`src/rtl/mem_useq_if.sv`:
```
// mem_useq_if: request/acknowledge and control-word bundle between a sequencer user and mem_useq
interface mem_useq_if #(parameter int CTRL_W = 8);
    logic [1:0] en;
    logic [7:0] instr;
    logic start;
    logic mem_rdy;
    logic [CTRL_W-1:0] ctrl;
    logic mem_req;
    logic mem_we;
    logic busy;
    logic done;
    logic err;
    modport master (output en, instr, start, mem_rdy, input ctrl, mem_req, mem_we, busy, done, err);
    modport slave (input en, instr, start, mem_rdy, output ctrl, mem_req, mem_we, busy, done, err);
endinterface

```
`src/rtl/mem_useq.sv`:
```
// mem_useq: four-state memory access micro-sequencer with table-driven control word, wait timeout and abort
module mem_useq #(
    parameter int CTRL_W = 8,
    parameter int TIMEOUT = 15,
    parameter int BUS_HOLD = 0
) (
    input logic clk,
    input logic rst,
    mem_useq_if.slave bus
);
    typedef enum logic [1:0] {IDLE, ADDR, WAIT, XFER} state_t;
    state_t state, nstate;
    logic [1:0] op, nop, hold, nhold;
    logic dir, ndir, err_n, done_n, act_n;
    logic [7:0] cnt, ncnt, val;
    logic unused_bits;
    assign unused_bits = ^{bus.instr[7], bus.instr[3:0]};
    function automatic logic [7:0] tbl(input logic [1:0] o, input logic d);
        return o == 2'd0 ? 8'h00 : o == 2'd1 ? (d ? 8'h06 : 8'h04) :
               o == 2'd2 ? (d ? 8'h07 : 8'h05) : (d ? 8'h70 : 8'h0F);
    endfunction
    // next state, latched instruction and counters; outputs are derived from the next state so they register cleanly
    always_comb begin
        nstate = state;
        nop = op;
        ndir = dir;
        ncnt = cnt;
        nhold = hold;
        err_n = 1'b0;
        if (state != IDLE && bus.en != 2'b11)
            nstate = IDLE;
        else
            case (state)
                IDLE: if (bus.start && bus.en == 2'b11) begin
                    nop = bus.instr[6:5];
                    ndir = bus.instr[4];
                    nstate = (bus.instr[6:5] == 2'd0 || (bus.instr[6:5] == 2'd3 && !bus.instr[4])) ? XFER : ADDR;
                    ncnt = 8'd0;
                    nhold = 2'd0;
                end
                ADDR: nstate = WAIT;
                WAIT: if (bus.mem_rdy) begin
                    nstate = XFER;
                    nhold = 2'd0;
                end else if (cnt == 8'(TIMEOUT - 1)) begin
                    nstate = IDLE;
                    err_n = 1'b1;
                end else
                    ncnt = cnt + 8'd1;
                XFER: if (hold == 2'(BUS_HOLD))
                    nstate = IDLE;
                else
                    nhold = hold + 2'd1;
            endcase
        act_n = nstate == ADDR || nstate == WAIT;
        done_n = nstate == XFER && nhold == 2'(BUS_HOLD);
        val = tbl(nop, ndir);
    end
    // state and registered outputs; write ops drive ctrl from ADDR onward, reads only in XFER
    always_ff @(posedge clk or posedge rst) begin
        if (rst) begin
            state <= IDLE;
            op <= 2'd0;
            dir <= 1'b0;
            cnt <= 8'd0;
            hold <= 2'd0;
            bus.ctrl <= '0;
            bus.mem_req <= 1'b0;
            bus.mem_we <= 1'b0;
            bus.busy <= 1'b0;
            bus.done <= 1'b0;
            bus.err <= 1'b0;
        end else begin
            state <= nstate;
            op <= nop;
            dir <= ndir;
            cnt <= ncnt;
            hold <= nhold;
            bus.ctrl <= (nstate == XFER || (act_n && ndir)) ? CTRL_W'(val) : '0;
            bus.mem_req <= act_n;
            bus.mem_we <= act_n && ndir;
            bus.busy <= nstate != IDLE;
            bus.done <= done_n;
            bus.err <= err_n;
        end
    end
endmodule

```
`src/flat_wrapper.sv`:
```
// flat-port wrapper written by rule: the top's interface ports become plain ports
module mem_useq_flat 
#(
    parameter int CTRL_W = 8,
    parameter int TIMEOUT = 15,
    parameter int BUS_HOLD = 0
)
  (clk, rst, bus_en, bus_instr, bus_start, bus_mem_rdy, bus_ctrl, bus_mem_req, bus_mem_we, bus_busy, bus_done, bus_err);
  mem_useq_if #(.CTRL_W(CTRL_W)) bus_i ();
  input logic clk;
  input logic rst;
  input wire logic [$bits(bus_i.en)-1:0] bus_en;
  input wire logic [$bits(bus_i.instr)-1:0] bus_instr;
  input wire logic [$bits(bus_i.start)-1:0] bus_start;
  input wire logic [$bits(bus_i.mem_rdy)-1:0] bus_mem_rdy;
  output wire logic [$bits(bus_i.ctrl)-1:0] bus_ctrl;
  output wire logic [$bits(bus_i.mem_req)-1:0] bus_mem_req;
  output wire logic [$bits(bus_i.mem_we)-1:0] bus_mem_we;
  output wire logic [$bits(bus_i.busy)-1:0] bus_busy;
  output wire logic [$bits(bus_i.done)-1:0] bus_done;
  output wire logic [$bits(bus_i.err)-1:0] bus_err;
  assign bus_i.en = bus_en;
  assign bus_i.instr = bus_instr;
  assign bus_i.start = bus_start;
  assign bus_i.mem_rdy = bus_mem_rdy;
  assign bus_ctrl = bus_i.ctrl;
  assign bus_mem_req = bus_i.mem_req;
  assign bus_mem_we = bus_i.mem_we;
  assign bus_busy = bus_i.busy;
  assign bus_done = bus_i.done;
  assign bus_err = bus_i.err;
  mem_useq #(.CTRL_W(CTRL_W), .TIMEOUT(TIMEOUT), .BUS_HOLD(BUS_HOLD)) u_core (.clk(clk), .rst(rst), .bus(bus_i));
endmodule
```
`config.mk`:
```
export PLATFORM = sky130hd
export DESIGN_NAME = mem_useq_flat
export DESIGN_NICKNAME = d
export VERILOG_FILES = /design/src/rtl/mem_useq_if.sv /design/src/rtl/mem_useq.sv /design/src/flat_wrapper.sv
export SDC_FILE = /design/constraint.sdc
export NUM_CORES = 1
export LEC_CHECK = 0
export ABC_AREA = 1
export CAP_MARGIN = 20
export CORE_MARGIN = 5
export CORE_UTILIZATION = 45
export CTS_CLUSTER_DIAMETER = 100
export DETAILED_ROUTE_END_ITERATION = 6
export GPL_ROUTABILITY_DRIVEN = 0
export GPL_TIMING_DRIVEN = 0
export PLACE_DENSITY_LB_ADDON = 0.15
export SETUP_SLACK_MARGIN = 0.1
export SYNTH_ARGS = -nofsm -noshare
export SYNTH_HDL_FRONTEND = slang
export SYNTH_SLANG_ARGS = --single-unit
```
`constraint.sdc`:
```
create_clock -name clk -period 5.4 [get_ports clk]
set_input_delay 0.81 -clock clk [delete_from_list [all_inputs] [get_ports clk]]
set_output_delay 0.81 -clock clk [all_outputs]
set_load 0.02 [all_outputs]
```
==> metrics <==
status=complete, no violations; Cell Area, Synth=1490 µm²; initial core utilization=48.0%; Int Power=387 µW; YS warnings=0; Routed WL=2.74 mm; PostCTS Resize Cnt=0; Net Count, Synth=224; vias in the first global route=1,168; critical path peak fanout=7; initial antenna violation count=0; Routed Antenna Nets=0; slowest stage delay, CP=450 ps; root buffer cell=clkbuf_4; layout cells sized above 1=8.04%; fmax=388 MHz; Hold WS=523 ps; level count of the clock H-tree=1; largest net degree at the start of global routing=26; leakage=0.938 nW; clk slew on worst S/H paths=140 ps; drt first pass iters=4; worst-margin pin slew=923 ps; Startpoint Class=input pin; CTS tree=yes; area leader, netlist=dfrtp_1; clk sinks=25; fin crit period=2580 ps; first-pass GRT wire length=4.91 mm; Tot GR Track Use=14.1%; total grt overflow=0; CP max stage cell=clkdlybuf4s50_1; Final Setup Violations=0; Switching Fraction=42.0%; Antenna Cells=0; dominant synthesized flop cell=dfrtp_1; # Post-CTS Setup Buffers=0; vias per cell=4.68; Flop pwr share=38.5%; die area=4560 µm²; R2R Setup Slk=3310 ps; Synth Register Bits=25; Clock Skew=5.54 ps; Seq/Total Area, Yosys=42.0%; critical path arrival=2800 ps; # IOs=27; CP Data Required Time=5620 ps; Comb pwr share=48.6%; initial DRC count=79; Final Hold Viols=0; Psw=281 µW; top cell type's share of synthesized area=42.0%; Clock Power Share=12.9%; nets=249; largest cells by area after synthesis=dfrtp_1 42%, nand2_1 17%, inv_1 8.1%; Post-synth EDFFs=0; Yosys cell types=26; residual DRC count=0; crit end category=register; CTS buffer count=3; Post-Syn Instances=200; drt wl/cell=10.2 µm; Area Growth Syn to Fin=19.1%; RSZ-0062 raised after global routing=no; Die Y=67.5 µm; Slew HR=38.4%; critical path type=input pin to register; Hold Path Class=register to register; CP cell instances=clkdlybuf4s50_1 -> nand2_1 -> inv_1 -> nand3_2 -> inv_1 -> nand2_1 -> nand2_1 -> nand2_1 -> o21ai_1 -> inv_1 -> ha_1 -> nand3_1 -> nand2_1 -> inv_1 -> nor2_1; post-route setup TNS=0 ps; Power per Cell Area=376 nW/µm²; final slew viol count=0; Buffers on Ports=20; maxcap violations=0; async set-reset flop share out of synthesis=100%; count leader, synth=nand2_1; hold_buf cts=0; row cnt=20; Core ar.=3100 µm²; cell mode on critical path=nand2_1; via count=1,254; syn avg cell area=7.45 µm²; die width=67.5 µm; final critical-path share of the clock period=47.7%; clock buffer depth=2; Post-synth top cells=67 x nand2_1, 32 x inv_1, 25 x dfrtp_1; Peak VDD IR=178 µV; post-DP HPWL=2.24 mm; clk_lat worst skew=320 ps
## cells by family (layout without fill, tap and decap cells)
| family | count (synthesis) | after routing | share of synthesized area (%) |
|---|---|---|---|
| xor+xnor | 2 | 2 | 1.18 |
| buf+inv | 38 | 62 | 10.3 |
| fa+ha+maj | 10 | 10 | 8.90 |
| other cells | 1 | 1 | 0.252 |
| compound gates | 10 | 10 | 5.21 |
| flops | 25 | 25 | 42.0 |
| simple gates | 114 | 114 | 32.2 |
## critical path: cells and delay by family
kind,cells,cell delay (ps)
buffers and inverters,5,920
AND/OR/NAND/NOR,8,630
adder cells (fa/ha/maj),1,290
AO/OA/AOI/OAI,1,140
## cell type report
class / count / area (µm²)
Timing Repair Buffer: 20 / 200
Clock buffer: 3 / 22.5
Clock inverter: 1 / 7.51
Fill cell: 317 / 1330
Buffer: 3 / 22.5
Tap cell: 44 / 55.1
Sequential cell: 25 / 626
Inverter: 35 / 131
Multi-Input combinational cell: 137 / 711
## final timing paths
kind / from / endpoint / depth (start not counted)
min reg2reg: u_core.hold[0]$_DFF_PP0_ / u_core.hold[0]$_DFF_PP0_ / 2
min: u_core.hold[0]$_DFF_PP0_ / u_core.hold[0]$_DFF_PP0_ / 2
max reg2reg: u_core.cnt[0]$_DFFE_PP0P_ / u_core.bus.ctrl[2]$_DFF_PP0_ / 12
max in group asynchronous: rst / u_core.state[0]$_DFF_PP0_ / 2
min in group asynchronous: rst / u_core.cnt[5]$_DFFE_PP0P_ / 2
max: bus_en[0] / u_core.bus.ctrl[2]$_DFF_PP0_ / 15
## metrics by stage
step / util (%) / setup WS, ps / power, mW / instances / cell area [µm²]
final: 57.2 / 2820 / 0.668 / 268 / 1780
after global routing: 57.2 / 2600 / 0.737 / 268 / 1780
after CTS: 57.2 / 2820 / 0.680 / 268 / 1780
after detailed placement: 56.3 / 2450 / 0.593 / 264 / 1750
after global placement: 56.3 / 2470 / 0.580 / 264 / 1750
after floorplan: - / 3210 / 0.481 / 200 / 1490
## flip-flops by register name, indices dropped and copies added (netlist names)
signal              count
u_core.bus.mem_req      1
u_core.bus.mem_we       1
u_core.hold             2
u_core.op               2
u_core.bus.busy         1
u_core.dir              1
u_core.cnt              8
u_core.state            2
u_core.bus.err          1
u_core.bus.ctrl         5
u_core.bus.done         1
## layer usage
metal | track usage (%) | wire length, µm | up-vias
li1 | - | - | 652
met1 | 18.3 | 1280 | 577
met2 | 23.3 | 1320 | 23
met3 | 3.66 | 135 | 2
met4 | 3.04 | 10 | 0
met5 | 0 | 0 | -
## power groups by stage
stage               logic (mW)  clock network, mW  registers, mW
finish                   0.325             0.0859          0.258
global route             0.375             0.0978          0.264
CTS                      0.331             0.0907          0.258
detailed placement       0.330                  0          0.262
global placement         0.320                  0          0.260
floorplan                0.194                  0          0.287
## layout by cell type, fill, tap and decap left out, types with 3 or more instances in the layout
cell type,netlist,layout
nand2_1,67,67
inv_1,32,32
dfrtp_1,25,25
nor2_1,22,22
clkdlybuf4s50_1,0,20
nand3_1,15,15
ha_1,9,9
inv_2,3,3
nand2_2,3,3
nand4_1,3,3
o21ai_0,3,3
buf_4,3,3
clkbuf_4,0,3
No activity file was read; power rests on OpenSTA's default activity.
